File: src/rtl/shift_register_pkg.sv
// -----------------------------------------------------------------------------
// shift_register_pkg
// Shared constants for the universal shift register: operation-select
// encodings and a helper that classifies a mode as a shifting operation.
// -----------------------------------------------------------------------------
package shift_register_pkg;

    localparam logic [2:0] MODE_HOLD  = 3'b000;
    localparam logic [2:0] MODE_SHR   = 3'b001;  // s_in enters at MSB
    localparam logic [2:0] MODE_SHL   = 3'b010;  // s_in enters at LSB
    localparam logic [2:0] MODE_SPLIT = 3'b011;  // s_in enters at centre, moves outward
    localparam logic [2:0] MODE_LOAD  = 3'b100;  // parallel load
    // 101..111 are treated as hold.

    function automatic logic is_shift_mode(input logic [2:0] m);
        return (m == MODE_SHR) || (m == MODE_SHL) || (m == MODE_SPLIT);
    endfunction

endpackage

File: src/rtl/shift_cell.sv
// -----------------------------------------------------------------------------
// shift_cell
// One bit of storage: a D flip-flop with synchronous reset (to 0) and
// synchronous preset (to 1), fed by a next-value mux selected by mode.
// Ports:
//   clk, reset, pre, en   - clock, sync reset, sync preset, enable
//   mode_i                - operation select
//   shr_i, shl_i, split_i - neighbour value for right / left / split shift
//   load_i                - parallel-load bit
//   q_o                   - stored bit
// -----------------------------------------------------------------------------
module shift_cell
    import shift_register_pkg::*;
(
    input  logic       clk,
    input  logic       reset,
    input  logic       pre,
    input  logic       en,
    input  logic [2:0] mode_i,
    input  logic       shr_i,
    input  logic       shl_i,
    input  logic       split_i,
    input  logic       load_i,
    output logic       q_o
);

    logic bit_q;
    logic bit_d;

    always_comb begin
        bit_d = bit_q;
        if (en) begin
            case (mode_i)
                MODE_SHR:   bit_d = shr_i;
                MODE_SHL:   bit_d = shl_i;
                MODE_SPLIT: bit_d = split_i;
                MODE_LOAD:  bit_d = load_i;
                default:    bit_d = bit_q;
            endcase
        end
    end

    always_ff @(posedge clk) begin
        if (reset)    bit_q <= 1'b0;
        else if (pre) bit_q <= 1'b1;
        else          bit_q <= bit_d;
    end

    assign q_o = bit_q;

endmodule

File: src/rtl/shift_register_nb_universal.sv
// -----------------------------------------------------------------------------
// shift_register_nb_universal
// WIDTH-bit universal shift register (hold / shift right / shift left /
// centre-out split / parallel load) with a completed-word strobe.
// Ports:
//   clk        - clock, all state on rising edge
//   reset      - sync active-high reset (highest priority)
//   pre        - sync active-high preset, loads all ones
//   en         - enable; low holds all state
//   mode       - operation select (see shift_register_pkg)
//   s_in       - serial input
//   p_in       - parallel load data
//   out        - register contents
//   s_out      - last bit shifted off the register
//   word_valid - one-cycle strobe when a full word has been shifted in
// -----------------------------------------------------------------------------
module shift_register_nb_universal
    import shift_register_pkg::*;
#(
    parameter int WIDTH = 8
) (
    input  logic             clk,
    input  logic             reset,
    input  logic             pre,
    input  logic             en,
    input  logic [2:0]       mode,
    input  logic             s_in,
    input  logic [WIDTH-1:0] p_in,
    output logic [WIDTH-1:0] out,
    output logic             s_out,
    output logic             word_valid
);

    localparam int HALF = WIDTH / 2;
    localparam int CW   = $clog2(WIDTH + 1);

    logic [WIDTH-1:0] shr_src;
    logic [WIDTH-1:0] shl_src;
    logic [WIDTH-1:0] split_src;

    // Per-bit neighbour selection. In split mode the two centre bits take
    // s_in; the lower half moves toward bit 0, the upper half toward the MSB.
    for (genvar i = 0; i < WIDTH; i++) begin : g_bit
        if (i == WIDTH - 1) begin : g_shr_edge
            assign shr_src[i] = s_in;
        end else begin : g_shr_mid
            assign shr_src[i] = out[i+1];
        end

        if (i == 0) begin : g_shl_edge
            assign shl_src[i] = s_in;
        end else begin : g_shl_mid
            assign shl_src[i] = out[i-1];
        end

        if (i == HALF - 1 || i == HALF) begin : g_split_ctr
            assign split_src[i] = s_in;
        end else if (i < HALF) begin : g_split_lo
            assign split_src[i] = out[i+1];
        end else begin : g_split_hi
            assign split_src[i] = out[i-1];
        end

        shift_cell u_cell (
            .clk     (clk),
            .reset   (reset),
            .pre     (pre),
            .en      (en),
            .mode_i  (mode),
            .shr_i   (shr_src[i]),
            .shl_i   (shl_src[i]),
            .split_i (split_src[i]),
            .load_i  (p_in[i]),
            .q_o     (out[i])
        );
    end

    // Word tracking and serial output.
    logic [CW-1:0] bit_cnt_q, bit_cnt_d;
    logic          word_valid_q, word_valid_d;
    logic          s_out_q, s_out_d;
    logic [CW-1:0] last_idx;   // target - 1 for the current mode

    assign last_idx = (mode == MODE_SPLIT) ? CW'(HALF - 1) : CW'(WIDTH - 1);

    always_comb begin
        bit_cnt_d    = bit_cnt_q;
        s_out_d      = s_out_q;
        word_valid_d = 1'b0;      // strobe lasts a single cycle
        if (en) begin
            case (mode)
                MODE_SHR, MODE_SPLIT: s_out_d = out[0];
                MODE_SHL:             s_out_d = out[WIDTH-1];
                default:              s_out_d = s_out_q;
            endcase
            if (is_shift_mode(mode)) begin
                // >= so a switch to split with a count already past its
                // shorter target still completes and wraps.
                if (bit_cnt_q >= last_idx) begin
                    bit_cnt_d    = '0;
                    word_valid_d = 1'b1;
                end else begin
                    bit_cnt_d = bit_cnt_q + CW'(1);
                end
            end else if (mode == MODE_LOAD) begin
                bit_cnt_d = '0;
            end
        end
    end

    always_ff @(posedge clk) begin
        if (reset || pre) begin
            bit_cnt_q    <= '0;
            word_valid_q <= 1'b0;
            s_out_q      <= 1'b0;
        end else begin
            bit_cnt_q    <= bit_cnt_d;
            word_valid_q <= word_valid_d;
            s_out_q      <= s_out_d;
        end
    end

    assign s_out      = s_out_q;
    assign word_valid = word_valid_q;

endmodule

File: config.mk
export PLATFORM = sky130hd
export DESIGN_NAME = shift_register_nb_universal
export DESIGN_NICKNAME = d
export VERILOG_FILES = /design/src/rtl/shift_register_pkg.sv /design/src/rtl/shift_cell.sv /design/src/rtl/shift_register_nb_universal.sv
export SDC_FILE = /design/constraint.sdc
export NUM_CORES = 1
export LEC_CHECK = 0
export CORE_UTILIZATION = 45
export DETAILED_ROUTE_END_ITERATION = 10
export PLACE_DENSITY = 0.75
export SLEW_MARGIN = 40
export SYNTH_ARGS = -nofsm -noshare
export SYNTH_HDL_FRONTEND = slang
export SYNTH_SLANG_ARGS = --single-unit
File: constraint.sdc
create_clock -name clk -period 2.2 [get_ports clk]
set_clock_uncertainty 0.1 [all_clocks]
set_input_delay 0.44 -clock clk [delete_from_list [all_inputs] [get_ports clk]]
set_output_delay 0.44 -clock clk [all_outputs]
set_load 0.03 [all_outputs]
* After elaboration in Yosys (flattened, before gate mapping)
Index checks and enable logic that the tools add are counted.
** Word-level totals
- Output and inout bits :: 10
- Input bits :: 16
- Register bits :: 14
** Cells by class
- Order comparisons :: 1
- Equality and inequality tests :: 4
- Add/sub/neg operators :: 1
- Reduce and logical (&&, ||, !) cells :: 17
- Bitwise operators :: 2
- Multiplexer cells :: 30
** Operator list (number)
- $pmux W1 S3 :: 6
- $mux W1 :: 17
- $mux W4 :: 3
- $reduce_and A2 Y1 :: 5
- $pmux W1 S4 :: 2
- $reduce_bool A4 Y1 :: 2
- $eq A3 B2 Y1 const B :: 2
- $reduce_bool A2 Y1 :: 3
- $reduce_bool A5 Y1 :: 1
- $add A4 B1 Y4 const B :: 1
- $ge A4 B3 Y1 :: 1
- $reduce_or A2 Y1 :: 2
- $eq A3 B1 Y1 const B :: 1
- $eq A3 B3 Y1 const B :: 1
- $logic_or A1 B1 Y1 :: 3
- $mux W3 :: 1
- $reduce_or A3 Y1 :: 1
- $not A1 Y1 :: 2
- $pmux W1 S2 :: 1

* Longest topological paths before layout
- Word-level depth :: 5
- Mapped depth :: 5
- Gate-level depth less buffers :: 4

* Modules after synthesis
A second synthesis with hierarchy kept.
** Unflattened totals
- Cell total of the unflattened synthesis :: 149
- Area total of the unflattened synthesis :: 1308.8 sq um
** Modules (own cells, without submodules)
- shift_cell :: sequential area each 20.0 sq um, area an instance 118.9 sq um, instances 8, cells each 14
- shift_register_nb_universal :: sequential area each 120.1 sq um, area an instance 357.8 sq um, instances 1, cells each 37

* Least setup slack after synthesis
Ideal clock, no wire load.
- Path type :: input to register
- Start point :: in mode[1]
- End point :: reg g_bit[5].u_cell.bit_q
- Arrival :: 1.329 ns
- Setup slack :: 0.653 ns
- Path buffers :: 0
- Cell stages on the path :: 4
- Library setup time :: 0.119 ns
- Path through :: or3_4 nand3_2 nand2b_1 o221a_2
** Between the ends
- Longest elaborated chain between the ends :: 5
- Elaborated cells on any way between the ends :: 10
- Classes of those cells :: 4 x eq/ne; 3 x mux; 3 x reduce/logical
** RTL lines
- start, declared :: line shift_register_nb_universal.sv:26 : input logic [2:0] mode,
- $eq A3 B2 Y1 :: line shift_cell.sv:33 : case (mode_i)
- $reduce_or A2 Y1 (no source line)
- $pmux W1 S3 :: line shift_cell.sv:33
- $mux W1 :: line shift_cell.sv:32 : if (en) begin
- $mux W1 :: line shift_cell.sv:45 : else if (pre) bit_q <= 1'b1;
- end signal, assigned :: line shift_cell.sv:46 : else bit_q <= bit_d;
- end, declared :: line shift_cell.sv:27 : logic bit_q;
Parallel ways exist; a longest one is shown, timed or not. The select of a mux whose other input is x is not followed.
A chain may end at the register's enable or synchronous reset.

* Worst setup path after layout
- Start point :: reg g_bit[4].u_cell.bit_q
- End point :: out out[4]
** RTL lines
- start, declared :: line shift_cell.sv:27
- start signal, assigned :: line shift_cell.sv:46
- end, declared :: line shift_register_nb_universal.sv:29 : output logic [WIDTH-1:0] out,
No word-level cell between the ends.

==> qor.yml <==
cp-endpoint: "out[4]"
ys_types: 36
numCtsBuffers: 3
reg2reg_slack_ns: 0.70
hold_viol_final: 0
grt_usage_pct: 20.3
critPathKind: "reg -> out"
fmax_mhz: 514
finalMaxSlewViolations: 0
cp_slowest_cell: "clkdlybuf4s50_1"
grt_pass1_vias: 852
p_leak_uw: 0.000508
crit_arrival_ns: 1.41
via_count: 884
diodes: 0
finalSetupTns_ns: 0
synth_warnings: 0
peakVddDrop_v: 0.000272
grt.overflow.total: 0
drive_gt1_share_pct: 19.1
period_share_pct: 88.5
yosysSeqAreaShare_pct: 28.5
grt_pass1_wl_um: 3750
cts_tree: "built"
die_w_um: 48.7
drtAntennaViolNets: 0
crit_path_cell_trace: "clkdlybuf4s50_1"
ys_dominant_reg_cell: "dfxtp_1"
clkLatencyLatePin_ns: 0.28
synthArstFlopShare_pct: 0
critPathBufInv: 1
postCtsHoldBufs: 0
syn-cell-area_um2: 982
remaining_drc_errors: 0
cap_violations: 0
worstPathRequired_ns: 1.66
outcome: "complete, no violations"
r2r_start: "bit_cnt_q[0]"
hp-class: "reg -> reg"
crit_path_start_kind: "register"
setup_violations: 0
synth-seq-cells: 14
rows: 16
root_buffer: "clkbuf_4"
post-dp-hpwl_um: 1670
gp_congestion: 0.830
core_um2: 2000
rsz0062_at_grt: "false"
final_common_cell: "clkdlybuf4s50_1"
grt_max_degree: 18
postCtsSetupRepairBufs: 0
maxSlewHeadroom_pct: 77.3
reg2reg_depth: 4
p_per_area_nw_per_um2: 523
die_area_um2: 2370
r2r-end: "bit_cnt_q[0]"
synth_edf_count: 0
crit_family: "buffers and inverters"
worst_setup_path_end_kind: "output pin"
cts_htree_levels: 1
period_needed_ns: 1.95
wl_per_cell_um: 14.1
critPathMaxFanout: 5
synth.avg_cell_area_um2: 9.35
clkSinkCount: 14
dr.pass1.iters: 4
clk_pin_slew_ns: 0.09
ioPinCount: 26
fin_nets: 149
cpPeakStageDelay_ns: 0.70
layout_common_cells: "clkdlybuf4s50_1 (25), dfxtp_1 (14), buf_4 (10)"
dr.first_iter.drc_count: 17
ctsResizeCount: 0
cp-startpoint: "g_bit[4].u_cell.q_o"
areaGrowthSynthToFinish_pct: 31.2
die_h_um: 48.7
portBuffers: 25
netlist_instances: 105
antenna_found_initial: 0
worst_hold_slack_ns: 0.439
worst-path-stages: 1
post-route-util_pct: 64.4
clockBufferDepth: 2
routed_wl_um: 2220
viasPerCell: 5.59
worst_pin_slew_ns: 0.332
synth_nets: 122
initial_core_util_pct: 49.1
==> registers in the layout (all words and copies together), names as in the netlist <==
signal,flops
bit_cnt_q,4
s_out,1
g_bit.u_cell.q_o,8
word_valid,1
==> synth_stat cells (3+ instances only) <==
| cell | n | area (µm²) |
|---|---|---|
| buf_4 | 10 | 75.1 |
| dfxtp_1 | 14 | 280 |
| mux2_2 | 3 | 33.8 |
| mux2i_1 | 9 | 90.1 |
| nand2b_1 | 6 | 37.5 |
| nor2_1 | 7 | 26.3 |
| nor2b_1 | 4 | 25.0 |
| o211ai_1 | 6 | 45.0 |
| o21ai_0 | 8 | 40.0 |
| o221a_1 | 5 | 56.3 |
==> cell families after synthesis <==
kind of cell / synth area share (%)
AOI/OAI and AO/OA: 26.0
xor gates and xnor gates: 0.892
adders and majority gates: 2.29
buffers and inverters: 9.81
DFF: 28.5
muxes: 12.6
and+or+nand+nor: 19.9
==> per-layer routing <==
| layer | routed length, µm | up-vias | GRT usage [%] |
|---|---|---|---|
| li1 | - | 442 | - |
| met1 | 1060 | 406 | 27.2 |
| met2 | 1030 | 30 | 31.9 |
| met3 | 102 | 6 | 3.77 |
| met4 | 32 | 0 | 8.33 |
| met5 | 0 | - | 0 |
==> worst min path at each step <==
stage	start	endpoint	slack [ns]	depth (start not counted)
finish	bit_cnt_q[1]	bit_cnt_q[1]	0.44	1
global route	s_out	s_out	0.44	2
CTS	s_out	s_out	0.43	2
detailed placement	s_out	s_out	0.41	2
global placement	bit_cnt_q[1]	bit_cnt_q[1]	0.39	1
floorplan	bit_cnt_q[1]	bit_cnt_q[1]	0.37	1
==> through the flow <==
stage / power (µW) / setup WS, ns / std cells / cell area [µm²]
after floorplan: 419 / 0.653 / 105 / 982
after global placement: 487 / 0.0353 / 154 / 1250
after detailed placement: 490 / 0.00957 / 154 / 1250
after CTS: 677 / 0.257 / 158 / 1290
after global routing: 710 / 0.169 / 158 / 1290
final: 674 / 0.254 / 158 / 1290
==> power by group <==
part,internal [µW],switching (µW),total (µW),leakage [µW]
Sequential,268,18.6,287,0.000116
Clock,101,87.6,188,0.0000210
Combinational,103,95.1,198,0.000372
==> layout make-up <==
class	instances	area [µm²]
clock buffers	4	36.3
fillers	170	713
inverters	2	7.51
multi-input cells	76	606
flip-flops and latches	14	280
well taps	27	33.8
repair buffers	35	325
(Power assumes the default switching activity.)
